===== config.mk =====
export PLATFORM = sky130hd
export DESIGN_NAME = vx_task_dispatch
export DESIGN_NICKNAME = d
export VERILOG_FILES = /design/src/rtl/vx_task_dispatch.sv
export SDC_FILE = /design/constraint.sdc
export NUM_CORES = 1
export LEC_CHECK = 0
export CAP_MARGIN = 20
export CORE_MARGIN = 2
export CORE_UTILIZATION = 40
export DETAILED_ROUTE_END_ITERATION = 10
export GPL_TIMING_DRIVEN = 0
export PLACE_DENSITY_LB_ADDON = 0.1
export SYNTH_ARGS = -nofsm -noshare
export SYNTH_HDL_FRONTEND = slang
export SYNTH_SLANG_ARGS = --single-unit
export TNS_END_PERCENT = 50

===== constraint.sdc =====
create_clock -name clk -period 6.2 [get_ports clk]
set_input_delay 0.62 -clock clk [delete_from_list [all_inputs] [get_ports clk]]
set_output_delay 0.62 -clock clk [all_outputs]
set_load 0.1 [all_outputs]

===== src/rtl/vx_task_dispatch.sv =====
// vx_task_dispatch: buffers kernel tasks in a FIFO and deals them round-robin
// to the cores, holding back any core that already has MAX_OUTSTANDING in flight.
module vx_task_dispatch #(
  parameter int NUM_CORES       = 4,
  parameter int TASK_WIDTH      = 64,
  parameter int DEPTH           = 8,
  parameter int MAX_OUTSTANDING = 2,
  parameter int PERF_CTR_BITS   = 44
) (
  input  logic                     clk,
  input  logic                     reset,
  input  logic                     in_valid,
  input  logic [TASK_WIDTH-1:0]    in_data,
  output logic                     in_ready,
  output logic [NUM_CORES-1:0]     out_valid,
  output logic [TASK_WIDTH-1:0]    out_data,
  input  logic [NUM_CORES-1:0]     out_ready,
  input  logic [NUM_CORES-1:0]     core_done,
  output logic                     busy,
  output logic [PERF_CTR_BITS-1:0] perf_stall_cycles
);

  localparam int PTR_W = $clog2(DEPTH);
  localparam int CNT_W = PTR_W + 1;
  localparam int CRD_W = $clog2(MAX_OUTSTANDING + 1);
  localparam int IDX_W = (NUM_CORES > 1) ? $clog2(NUM_CORES) : 1;

  typedef enum logic {IDLE, OFFER} state_t;

  state_t                state;
  logic [TASK_WIDTH-1:0] mem [DEPTH];
  logic [PTR_W-1:0]      wr_ptr;
  logic [PTR_W-1:0]      rd_ptr;
  logic [CNT_W-1:0]      count;
  logic [CRD_W-1:0]      outstanding [NUM_CORES];
  logic [IDX_W-1:0]      target;
  logic [IDX_W-1:0]      rr_ptr;
  logic [IDX_W-1:0]      sel_idx;
  logic [IDX_W-1:0]      cand;
  logic [NUM_CORES-1:0]  eligible;
  logic [NUM_CORES-1:0]  in_use;
  logic [NUM_CORES-1:0]  credit_inc;
  logic [NUM_CORES-1:0]  credit_dec;
  logic                  sel_found;
  logic                  push;
  logic                  fire;
  logic                  stall;

  // No pass-through: a pop in a full cycle does not open the input that cycle.
  assign in_ready = (count != CNT_W'(DEPTH)) && !reset;
  assign push     = in_valid && in_ready;
  assign fire     = |(out_valid & out_ready);
  assign out_data = mem[rd_ptr];
  assign stall    = (state == IDLE) && (count != '0) && !sel_found;
  assign busy     = (count != '0) || (state == OFFER) || (|in_use);

  always_ff @(posedge clk) begin
    if (push) mem[wr_ptr] <= in_data;
  end

  always_ff @(posedge clk) begin
    if (reset) begin
      wr_ptr <= '0;
      rd_ptr <= '0;
      count  <= '0;
    end else begin
      if (push) wr_ptr <= wr_ptr + 1'b1;
      if (fire) rd_ptr <= rd_ptr + 1'b1;
      if (push && !fire) count <= count + 1'b1;
      else if (fire && !push) count <= count - 1'b1;
    end
  end

  // A done pulse on an idle core is dropped so the credit cannot underflow.
  always_comb begin
    for (int i = 0; i < NUM_CORES; i++) begin
      eligible[i]   = outstanding[i] < CRD_W'(MAX_OUTSTANDING);
      in_use[i]     = outstanding[i] != '0;
      credit_inc[i] = fire && (target == IDX_W'(i));
      credit_dec[i] = core_done[i] && in_use[i];
    end
  end

  // Walk downward so the closest eligible core after rr_ptr is the last write.
  always_comb begin
    sel_found = 1'b0;
    sel_idx   = '0;
    cand      = '0;
    for (int k = NUM_CORES; k >= 1; k--) begin
      cand = IDX_W'((int'(rr_ptr) + k) % NUM_CORES);
      if (eligible[cand]) begin
        sel_found = 1'b1;
        sel_idx   = cand;
      end
    end
  end

  always_ff @(posedge clk) begin
    if (reset) begin
      for (int i = 0; i < NUM_CORES; i++) outstanding[i] <= '0;
    end else begin
      for (int i = 0; i < NUM_CORES; i++) begin
        if (credit_inc[i] && !credit_dec[i]) outstanding[i] <= outstanding[i] + 1'b1;
        else if (credit_dec[i] && !credit_inc[i]) outstanding[i] <= outstanding[i] - 1'b1;
      end
    end
  end

  always_ff @(posedge clk) begin
    if (reset) begin
      state     <= IDLE;
      target    <= '0;
      rr_ptr    <= IDX_W'(NUM_CORES - 1);
      out_valid <= '0;
    end else begin
      case (state)
        IDLE: begin
          if ((count != '0) && sel_found) begin
            target    <= sel_idx;
            out_valid <= NUM_CORES'(1) << sel_idx;
            state     <= OFFER;
          end
        end
        OFFER: begin
          if (fire) begin
            out_valid <= '0;
            rr_ptr    <= target;
            state     <= IDLE;
          end
        end
        default: state <= IDLE;
      endcase
    end
  end

  always_ff @(posedge clk) begin
    if (reset) perf_stall_cycles <= '0;
    else if (stall) perf_stall_cycles <= perf_stall_cycles + 1'b1;
  end

  // A completion from a core with nothing in flight points at an upstream bug.
  assert property (@(posedge clk) disable iff (reset) (core_done & ~in_use) == '0);

endmodule


======== Word level (Yosys, flattened, before mapping) ========
Memories as Yosys holds them, arrays and structs flattened. A register that Yosys moved wholly into a read port is not among the register bits.
Index checks and enable logic that the tools add are counted.
operators by class
  magnitude comparators ................... 8
  $add $sub $neg .......................... 17
  muxes and demuxes ....................... 66
  equality and inequality tests ........... 6
  reduce and logical (&&, ||, !) cells .... 49
  bitwise operators ....................... 10
  shifts and indexed selects .............. 1
operator list
  operator                                                     count
  adder 44 x 1 -> 44 bit (second input constant)               1
  2-to-1 mux 1 bit                                             42
  2-to-1 mux 2 bit                                             12
  logical AND 1 bit                                            23
  2-to-1 mux 4 bit                                             4
  adder 2 x 1 -> 2 bit (second input constant)                 6
  zero test 1 bit                                              12
  less-than comparator 2 x 3 -> 1 bit (second input constant)  4
  nonzero test 2 bit                                           5
  binary-select mux 1 bit (select 2 bit)                       4
  less-than comparator 2 bit (second input constant)           4
  bitwise OR 1 bit                                             8
  case mux 4 bit (2 select lines)                              1
  OR reduction 4 bit                                           2
  subtractor 2 x 1 -> 2 bit (second input constant)            4
  adder 3 x 1 -> 3 bit (second input constant)                 2
  2-to-1 mux 3 bit                                             2
  AND reduction 2 bit                                          3
  adder 2 bit (second input constant)                          2
  adder 4 x 1 -> 4 bit (second input constant)                 1
  AND 4 bit                                                    1
  == test 2 bit (second input constant)                        2
  inequality test 2 x 1 -> 1 bit (second input constant)       2
  inequality test 4 bit (second input constant)                1
  8 further kinds                                              9
word-level totals
  output and inout port bits .............. 114
  memories ................................ 2
  logic and storage cells ................. 167
  bits of input ports ..................... 75
  bits in writable memories ............... 520
  register bits ........................... 63
memories
  memory       words  width  rd ports  clocked after memory_dff  wr ports  RTL line  source
  mem          8      64     1         1                         1         31        logic [TASK_WIDTH-1:0] mem [DEPTH];
  outstanding  4      2      4         0                         4         35        logic [CRD_W-1:0] outstanding [NUM_CORES];

======== Logic depth before layout (Yosys ltp) ========
Gate-level depths: netlist of the first run.
  word-level depth ........................ 10
  mapped depth ............................ 11
  depth with buffers taken out ............ 11

======== Worst setup path after synthesis of the first run ========
OpenSTA, ideal clock, no wires.
  path type ............................... in2reg
  from .................................... in reset
  to ...................................... mem mem[0][0] (enable)
  arrival ................................. 5839 ps
  required time ........................... 5635 ps
  setup time .............................. 565 ps
  path buffers ............................ 1
  slack ................................... -204 ps
  cell stages on the path ................. 4
  path through ............................ clkbuf_1 > a211oi_1 > nand2b_1 > nor3_1
between the ends
  longest elaborated chain between the ends .. 5
ends and longest elaborated chain
  what                                    RTL line  source
  start, declared                         11        input logic reset,
  zero test 1 bit                         50        assign in_ready = (count != CNT_W'(DEPTH)) && !reset;
  logical AND 1 bit                       50
  logical AND 1 bit                       51        assign push = in_valid && in_ready;
  net push                                45        logic push;
  2-to-1 mux 1 bit                        58        if (push) mem[wr_ptr] <= in_data;
  2-to-1 mux 1 bit (not written as such)  58
  end, declared                           31
The timed path passes the listed nets, and every way through them passes these cells.

==> impl_metrics.csv, run 1 <==
group,metric,value,unit
run_status,status,"finished clean",
floorplan,die_h,243.4,um
power_and_ir_drop,power_per_cell_area,389.3,nW/um2
timing,rsz_0062_raised_after_global_routing,"false",
grt,global_route.overflow_total,0,
clocking,postCtsSetupRepairBufs,0,
placement,place.gp.congestion,0.7761,
floorplan,core,56500,um2
timing,setup-violations-final,0,
synthesis,ys_async_sr_fraction,0,%
layout,area_growth_from_synthesis_to_final_layout,23.77,%
timing,timing.clock.skew,15.25,ps
power_and_ir_drop,post-layout-total-power,11.04,mW
synthesis,postSynthNetCount,1273,
synthesis,post-synth-top-area-fraction,68.13,%
floorplan,die_x,243.4,um
placement,place_hpwl,32320,um
grt,all_layer_global_routing_usage,17.57,%
clocking,root_buffer,"sky130_fd_sc_hd__clkbuf_16",
synthesis,synth_flop_type,"sky130_fd_sc_hd__edfxtp_1",
placement,dpl-instance-area,26450,um2
timing,fmax,0.2137,GHz
min_path,hold_class,"register to register",
drt,first_pass_iters,6,
floorplan,floorplan.rows,87,
synthesis,post-synth-top-count-cell,"sky130_fd_sc_hd__edfxtp_1",
synthesis,synth_cell_type_count,53,
clocking,clk_latency,610,ps
grt,first_global_vias,12518,
timing,finalCritPeriodShare,75.46,%
placement,port_buffers,187,
layout,fin_cells,2279,
clocking,clock-sinks,586,
grt,wire_length_of_the_first_global_routing_pass,78230,um
synthesis,ys_seq_area_share,73.89,%
power_and_ir_drop,peakVddDrop,266.0,uV
drt,totalWireLength,51250,um
synthesis,netlist_area,22920,um2
layout,final_core_util,50.21,%
grt,number_of_antenna_violations_at_the_first_check_in_global_routing,6,
layout,fin_nets,1556,
worst_setup_path,critPathMaxFanout,10,
clocking,cts.repair.resized,0,
timing,finalWorstPathRequiredPeriod,4679,ps
timing,whs,477.1,ps
layout,seqCellArea,16940,um2
placement,detailedPlace.worstSlack,1843,ps
layout,antennaDiodeCount,0,
timing,final-hold-violation-count,0,
synthesis,synth-warning-count,0,
synthesis,synthTopCellsByCount,"sky130_fd_sc_hd__edfxtp_1, sky130_fd_sc_hd__mux4_2, sky130_fd_sc_hd__dfxtp_1, sky130_fd_sc_hd__mux2_2, sky130_fd_sc_hd__nor2_1",
timing,worst_slew_pin_slew,1107,ps
drt,num_vias,11904,
placement,post-place-cells,2165,
floorplan,ioPinCount,189,
clocking,cts_htree_levels,2,
drt,wl_per_cell,22.49,um
drt,detailedRoute.firstIterationViolations,780,
drt,detail-route-antenna-nets,0,
synthesis,yosysTopAreaCell,"sky130_fd_sc_hd__edfxtp_1",
worst_setup_path,critical_path_arrival,4060,ps
timing,timing.setup.tns,0,ps
layout,multi_input_area,5781,um2
synthesis,synth-edff-count,520,
synthesis,synthesis.instances,1190,
layout,n_fill_cell,4663,
floorplan,die-area,59230,um2
timing,max_slew_margin,25.97,%
layout,final_cell_area,28370,um2
clocking,cts_tree,"built",
power_and_ir_drop,leakage,8.832,nW
clocking,ctsHoldBuffers,0,
layout,drive_above_1_share,23.18,%
synthesis,syn_avg_cell_area,19.26,um2
worst_setup_path,worst_setup_path_end_kind,"primary output",
worst_setup_path,critical_path_required,5580,ps
clocking,longest_clk_path_bufs,3,
worst_setup_path,crit_type,"register to primary output",
clocking,cts_inserted_buffers,61,
timing,maxSlewViolCount,0,
synthesis,synth_seq_cells,586,
timing,post-route-worst-setup-slack,1521,ps
floorplan,initial_utilization,40.57,%
grt,largest_net_degree_at_the_start_of_global_routing,24,
run,max-cap-violations,0,
clocking,worst_setup_hold_path_clk_slew,60,ps
drt,via_count_normalized_by_instance_count,5.223,
worst_setup_path,worst_setup_path_start_kind,"register",
synthesis,synthTopCellsByArea,"sky130_fd_sc_hd__edfxtp_1, sky130_fd_sc_hd__mux4_2, sky130_fd_sc_hd__dfxtp_1, sky130_fd_sc_hd__mux2_2, sky130_fd_sc_hd__nor2_1",
drt,drc,0,
sequential cells by signal, indices dropped and copies added, names as in the netlist, named ones only:
register / count
mem: 512
perf_stall_cycles: 44
outstanding: 8
count: 4
out_valid: 4
rd_ptr: 3
wr_ptr: 3
rr_ptr: 2
target: 2
state: 1
power breakdown:
group / switching (mW) / internal, mW
registers: 0.0682 / 4.43
clock network: 1.47 / 2.03
logic: 1.99 / 1.06
critical path: stages, from the launching register on:
cell	delay, ps
sky130_fd_sc_hd__dfxtp_1	320
sky130_fd_sc_hd__clkbuf_1	580
sky130_fd_sc_hd__buf_1	540
sky130_fd_sc_hd__buf_6	240
sky130_fd_sc_hd__mux4_2	490
sky130_fd_sc_hd__mux2_2	300
sky130_fd_sc_hd__clkdlybuf4s50_1	970
layer usage:
metal  GRT usage [%]  share of wire (%)
met1           24.45                 44
met3           3.591                4.8
met5               0               0.17
met2           28.57                 49
met4           4.114                1.8
area by class of cell:
cell class	count	share of cell area [%]
Sequential cell	586	59.70
Clock inverter	41	1.094
Timing Repair Buffer	220	8.905
Tap cell	756	3.335
Multi-Input combinational cell	538	20.38
Clock buffer	72	5.632
Buffer	49	0.7278
Inverter	17	0.2249
cell usage in the layout, fill, tap and decap left out, types with 4 or more instances in the layout:
cell type	count
sky130_fd_sc_hd__ha_1	7
sky130_fd_sc_hd__buf_1	4
sky130_fd_sc_hd__nor2b_1	5
sky130_fd_sc_hd__nand2_1	45
sky130_fd_sc_hd__nor2_4	6
sky130_fd_sc_hd__nand2b_1	13
sky130_fd_sc_hd__buf_16	11
sky130_fd_sc_hd__xor2_1	25
sky130_fd_sc_hd__buf_6	7
sky130_fd_sc_hd__clkbuf_16	61
sky130_fd_sc_hd__mux2_2	66
sky130_fd_sc_hd__nor2_1	54
sky130_fd_sc_hd__inv_1	17
sky130_fd_sc_hd__buf_2	15
sky130_fd_sc_hd__dfxtp_1	66
sky130_fd_sc_hd__clkdlybuf4s50_1	187
sky130_fd_sc_hd__bufinv_16	5
sky130_fd_sc_hd__or3_1	9
sky130_fd_sc_hd__o21ai_0	17
sky130_fd_sc_hd__buf_12	11
sky130_fd_sc_hd__nor4_1	8
sky130_fd_sc_hd__xnor2_1	15
sky130_fd_sc_hd__clkbuf_1	37
sky130_fd_sc_hd__and3_1	4
sky130_fd_sc_hd__edfxtp_1	520
sky130_fd_sc_hd__nor3_1	15
sky130_fd_sc_hd__clkinv_1	22
sky130_fd_sc_hd__clkinv_2	12
sky130_fd_sc_hd__nand4_1	21
sky130_fd_sc_hd__a21oi_1	30
sky130_fd_sc_hd__nand3_1	19
sky130_fd_sc_hd__mux4_2	128
worst paths after layout:
check                    start           end  slack [ps]  cells after the start
hold / removal    out_valid[0]  out_valid[0]         480                      2
hold reg to reg   out_valid[0]  out_valid[0]         480                      2
setup reg to reg      count[0]    mem[1][18]        2970                      7
setup / recovery      register  out_data[56]        1520                      6
cells by family (layout without fill, tap and decap cells):
| family | after synthesis | after routing | share of synthesized area, % |
|---|---|---|---|
| xor gates and xnor gates | 40 | 40 | 1.529 |
| DFF | 586 | 586 | 73.89 |
| AOI/OAI and AO/OA | 63 | 63 | 1.583 |
| adders and majority gates | 8 | 8 | 0.4695 |
| buffers and inverters | 66 | 399 | 1.179 |
| and+or+nand+nor | 231 | 231 | 5.437 |
| muxes | 196 | 196 | 15.91 |
Note: power is estimated with default switching activity, not from simulation.
==> run 2: changes to the inputs <==
==> constraint.sdc (replaced) <==
create_clock -name clk -period 4.1 [get_ports clk]
set_input_delay 0.41 -clock clk [delete_from_list [all_inputs] [get_ports clk]]
set_output_delay 0.41 -clock clk [all_outputs]
set_load 0.1 [all_outputs]
==> impl_metrics.csv, run 2 (synthesis results as in run 1) <==
group,metric,value,unit
layout,seqCellArea,16940,um2
timing,max_slew_margin,25.35,%
timing,rsz_0062_raised_after_global_routing,"false",
timing,timing.clock.skew,17.26,ps
floorplan,initial_utilization,40.57,%
clocking,root_buffer,"sky130_fd_sc_hd__clkbuf_16",
run,max-cap-violations,0,
drt,totalWireLength,51100,um
floorplan,die_h,243.4,um
worst_setup_path,critical_path_arrival,3480,ps
timing,final-hold-violation-count,0,
layout,largest_register_ffs,512,
layout,fin_nets,1554,
floorplan,die_x,243.4,um
worst_setup_path,stage_delay_of_the_slowest_cell_on_the_critical_path,900,ps
drt,wl_per_cell,22.43,um
layout,n_fill_cell,4608,
drt,drc,0,
clocking,ctsHoldBuffers,0,
timing,maxSlewViolCount,0,
layout,fin_cells,2278,
worst_setup_path,critical_path_required,3690,ps
timing,fmax,0.2571,GHz
worst_setup_path,crit_type,"register to primary output",
grt,number_of_antenna_violations_at_the_first_check_in_global_routing,6,
layout,registers.top_by_ff_count,"mem",
timing,finalWorstPathRequiredPeriod,3889,ps
power_and_ir_drop,leakage,8.971,nW
clocking,cts_inserted_buffers,66,
grt,largest_net_degree_at_the_start_of_global_routing,25,
worst_setup_path,critical_path.slowest_cell,"sky130_fd_sc_hd__dlygate4sd2_1",
grt,first_global_vias,12455,
run_status,status,"finished clean",
floorplan,core,56500,um2
layout,largestRegisters,"mem x512, perf_stall_cycles x44, outstanding x8",
min_path,worstHoldStart,"reset",
clocking,cts_tree,"built",
timing,finalCritPeriodShare,94.86,%
worst_setup_path,worst_setup_path_end_kind,"primary output",
clocking,clock-sinks,586,
layout,drive_above_1_share,23.78,%
drt,first_pass_iters,5,
power_and_ir_drop,peakVddDrop,403.1,uV
grt,all_layer_global_routing_usage,17.48,%
worst_setup_path,crit_top_cell,"sky130_fd_sc_hd__clkbuf_1",
layout,mostFrequentLayoutCell,"sky130_fd_sc_hd__edfxtp_1",
placement,place.gp.congestion,0.7584,
grt,global_route.overflow_total,0,
drt,detailedRoute.firstIterationViolations,807,
worst_setup_path,critPathMaxFanout,10,
layout,multi_input_area,5787,um2
clocking,worst_setup_hold_path_clk_slew,60,ps
layout,area_growth_from_synthesis_to_final_layout,23.69,%
clocking,clk_latency,580,ps
timing,worst_slew_pin_slew,1124,ps
timing,setup-violations-final,0,
clocking,longest_clk_path_bufs,3,
power_and_ir_drop,power_per_cell_area,594.7,nW/um2
floorplan,die-area,59230,um2
layout,final_core_util,50.18,%
layout,most-common-layout-cells,"sky130_fd_sc_hd__edfxtp_1, sky130_fd_sc_hd__mux4_2, sky130_fd_sc_hd__clkdlybuf4s50_1, sky130_fd_sc_hd__clkbuf_16",
floorplan,ioPinCount,189,
drt,detail-route-antenna-nets,0,
placement,place_hpwl,31940,um
grt,wire_length_of_the_first_global_routing_pass,77250,um
clocking,cts_htree_levels,3,
drt,num_vias,11846,
placement,port_buffers,187,
placement,post-place-cells,2159,
floorplan,floorplan.rows,87,
worst_setup_path,crit-reg2reg-launch,"count[0]",
drt,via_count_normalized_by_instance_count,5.200,
min_path,hold_class,"input pin to register",
layout,antennaDiodeCount,0,
worst_setup_path,worst_setup_path_start_kind,"register",
worst_setup_path,crit_chain,"clkbuf_1 > clkbuf_1 > mux4_2 > mux2_2 > dlygate4sd2_1",
worst_setup_path,regToRegSetupSlack,670,ps
==> run 2: changes by cell type in the layout (fill, tap and decap cells not counted), moves of 4 or more <==
cell                              previous run  this run
sky130_fd_sc_hd__clkdlybuf4s50_1           187       123
sky130_fd_sc_hd__dlygate4sd2_1               0        63
sky130_fd_sc_hd__clkinv_1                   22        11
sky130_fd_sc_hd__clkbuf_16                  61        71
sky130_fd_sc_hd__clkbuf_2                    0         9
sky130_fd_sc_hd__buf_6                       7         0
sky130_fd_sc_hd__buf_16                     11         5
sky130_fd_sc_hd__buf_8                       3         8
sky130_fd_sc_hd__buf_1                       4         0
sky130_fd_sc_hd__clkbuf_1                   37        41
==> run 2: final timing paths <==
kind / depth (start not counted) / endpoint
hold / removal: 3 / perf_stall_cycles[24]
setup / recovery: 5 / out_data[15]
hold reg to reg: 2 / out_valid[0]
setup reg to reg: 7 / mem[1][42]
==> run 2: cell type report <==
class	instances	area share, %
sequential	586	59.74
clock inverter	26	0.7018
clock buffer	93	6.594
inverter	17	0.2251
timing repair buffer	213	8.161
multi-input combinational	538	20.41
buffer	49	0.8254
tap	756	3.337
==> run 2: timing repair <==
item                       4_1_cts  5_1_grt
setup endpoints to repair       64        1
gates resized for setup         77        1
setup buffers                    0        0
cloned                           0        0
==> run 2: per-layer routing <==
metal | track usage [%] | routed length, um | part of all wire (%) | vias to the layer above
met4 | 4.962 | 819 | 1.6 | 12
met1 | 23.78 | 22470 | 44 | 6141
li1 | - | - | - | 5384
met3 | 3.800 | 2569 | 5.0 | 57
met5 | 0 | 72 | 0.14 | -
met2 | 28.46 | 25160 | 49 | 252
==> run 2: report_power, final <==
part           leakage, nW  internal, mW  switching (mW)  total (mW)
Combinational         2.71          1.42            2.99        4.41
Clock                 1.01          3.37            2.28        5.64
Sequential            5.24          6.70           0.105        6.80
Total                 8.97          11.5            5.38        16.9
==> run 2: stage by stage <==
step | power, mW | setup WS, ps | cell area (um2) | hold WS, ps | setup TNS, ps
6_report | 16.86 | 210.8 | 28350 | 359.6 | 0
4_1_cts | 17.11 | -117.6 | 28350 | 336.0 | -117.6
5_1_grt | 17.54 | 16.81 | 28350 | 398.3 | 0
3_5_place_dp | 11.58 | 0.8815 | 26330 | 470.8 | 0
3_3_place_gp | 11.51 | -4326 | 25750 | 468.6 | -2086790
2_1_floorplan | 10.40 | -386.6 | 22930 | 449.6 | -160210
==> run 2: worst max-delay path, delay by kind of cell, from the launching register on <==
kind                   cells  cell delay, ps
buffers and inverters      3            2100
DFF                        1             320
muxes                      2             470
==> run 3: changes to the inputs <==
==> constraint.sdc (replaced) <==
create_clock -name clk -period 3.2 [get_ports clk]
set_input_delay 0.48 -clock clk [delete_from_list [all_inputs] [get_ports clk]]
set_output_delay 0.48 -clock clk [all_outputs]
set_load 0.1 [all_outputs]
==> impl_metrics.csv, run 3 (synthesis results as in run 1) <==
group,metric,value,unit
worst_setup_path,critical_path.slowest_cell,"sky130_fd_sc_hd__mux4_2",
timing,finalCritPeriodShare,96.35,%
floorplan,ioPinCount,189,
grt,number_of_antenna_violations_at_the_first_check_in_global_routing,5,
min_path,hold_end,"perf_stall_cycles[20]",
worst_setup_path,worst-r2r-cell-count,8,
layout,n_fill_cell,4721,
grt,first_global_vias,12445,
min_path,hold_path_depth,3,
floorplan,floorplan.rows,87,
layout,final_cell_area,28180,um2
drt,wl_per_cell,22.32,um
layout,registers.top_by_ff_count,"mem",
run,max-cap-violations,0,
grt,largest_net_degree_at_the_start_of_global_routing,24,
layout,most-common-layout-cells,"sky130_fd_sc_hd__edfxtp_1, sky130_fd_sc_hd__mux4_2, sky130_fd_sc_hd__clkdlybuf4s50_1, sky130_fd_sc_hd__buf_2, sky130_fd_sc_hd__mux2_2",
floorplan,core,56500,um2
power_and_ir_drop,post-layout-total-power,21.20,mW
timing,maxSlewViolCount,0,
drt,via_count_normalized_by_instance_count,5.209,
drt,num_vias,11829,
worst_setup_path,regToRegSetupSlack,300,ps
timing,timing.clock.skew,16.64,ps
drt,detailedRoute.firstIterationViolations,676,
timing,finalWorstPathRequiredPeriod,3083,ps
worst_setup_path,critical_path_arrival,2600,ps
timing,fmax,0.3243,GHz
run_status,status,"finished clean",
timing,rsz_0062_raised_after_global_routing,"true",
layout,largest_register_ffs,512,
layout,drive_above_1_share,28.68,%
placement,place_hpwl,32030,um
worst_setup_path,r2r-end,"mem[0][34]",
clocking,postCtsSetupRepairBufs,0,
layout,largestRegisters,"mem x512, perf_stall_cycles x44, outstanding x8",
clocking,clock-sinks,586,
min_path,worstHoldStart,"reset",
floorplan,initial_utilization,40.57,%
power_and_ir_drop,peakVddDrop,574.1,uV
clocking,root_buffer,"sky130_fd_sc_hd__clkbuf_16",
worst_setup_path,critical_path_required,2720,ps
clocking,cts_htree_levels,2,
floorplan,die_h,243.4,um
worst_setup_path,stage_delay_of_the_slowest_cell_on_the_critical_path,540,ps
drt,first_pass_iters,5,
floorplan,die-area,59230,um2
layout,fin_nets,1551,
drt,totalWireLength,50700,um
layout,area_growth_from_synthesis_to_final_layout,22.95,%
timing,worst_slew_pin_slew,1070,ps
clocking,clk_latency,610,ps
placement,port_buffers,187,
grt,all_layer_global_routing_usage,17.28,%
worst_setup_path,worst_setup_path_end_kind,"primary output",
worst_setup_path,crit-reg2reg-launch,"count[0]",
floorplan,die_x,243.4,um
placement,place.gp.congestion,0.7673,
layout,mostFrequentLayoutCell,"sky130_fd_sc_hd__edfxtp_1",
min_path,hold_class,"input pin to register",
timing,final-hold-violation-count,0,
worst_setup_path,crit_chain,"buf_4 > buf_6 > mux4_2 > mux2_2 > buf_2",
power_and_ir_drop,leakage,8.903,nW
grt,wire_length_of_the_first_global_routing_pass,77360,um
placement,dpl-instance-area,26500,um2
worst_setup_path,worst_setup_path_start_kind,"register",
timing,setup-violations-final,0,
worst_setup_path,crit_type,"register to primary output",
clocking,longest_clk_path_bufs,3,
clocking,worst_setup_hold_path_clk_slew,60,ps
clocking,cts_tree,"built",
drt,drc,0,
power_and_ir_drop,power_per_cell_area,752.2,nW/um2
grt,global_route.overflow_total,0,
worst_setup_path,critPathMaxFanout,10,
clocking,cts_inserted_buffers,61,
timing,max_slew_margin,28.92,%
drt,detail-route-antenna-nets,0,
[run 3: final cells by class]
class | instances | area, um2 | area share [%]
Timing Repair Buffer | 216 | 2222 | 7.886
Sequential cell | 586 | 16940 | 60.11
Buffer | 48 | 319.1 | 1.132
Tap cell | 756 | 945.9 | 3.357
Multi-Input combinational cell | 538 | 5808 | 20.61
Clock buffer | 82 | 1658 | 5.883
Clock inverter | 26 | 220.2 | 0.7815
Inverter | 17 | 63.81 | 0.2264
Antenna cell | 2 | 5.005 | 0.01776
[run 3: worst max-delay path by stage]
stage / from / end / slack [ps] / cells past startpoint
global placement: in_valid / mem[2][29] / -2440 / 5
CTS: register / out_data[4] / -190 / 5
global route: register / out_data[55] / -20 / 5
floorplan: reset / mem[6][0] / -120 / 4
finish: register / out_data[55] / 120 / 5
detailed placement: register / out_data[56] / -930 / 5
[run 3: worst max-delay path: cells and delay by family, from the launching register on]
family   cells  cell delay (ps)
mux          2              840
buf+inv      3              810
flops        1              330
[run 3: routing by layer]
metal,track usage (%),routed length [um]
met4,3.970,846
met1,23.98,23020
met5,0,35
met2,28.15,24540
met3,3.624,2267
[run 3: report_power, final]
part           switching, mW  internal [mW]  total, mW
Clock                   2.81           3.91       6.72
Combinational           3.86           1.89       5.75
Sequential             0.146           8.58       8.73
Total                   6.81           14.4       21.2
[run 3: metrics by stage]
| stage | util, % | worst slack [ps] | hold WS, ps | TNS, ps | std cells |
|---|---|---|---|---|---|
| after floorplan | - | -116.6 | 449.6 | -40340 | 1190 |
| after global placement | 45.65 | -2440 | 474.6 | -1213520 | 2133 |
| after detailed placement | 46.90 | -930.7 | 469.9 | -38840 | 2162 |
| after CTS | 50.14 | -186.0 | 350.1 | -4855 | 2269 |
| after global routing | 49.87 | -19.24 | 380.5 | -48.43 | 2270 |
| final | 49.88 | 116.8 | 385.8 | 0 | 2271 |
[run 3: what timing repair did]
action / 4_1_cts / 5_1_grt
setup endpoints to repair: 66 / 65
hold buffers: 0 / 0
resized for setup: 303 / 82
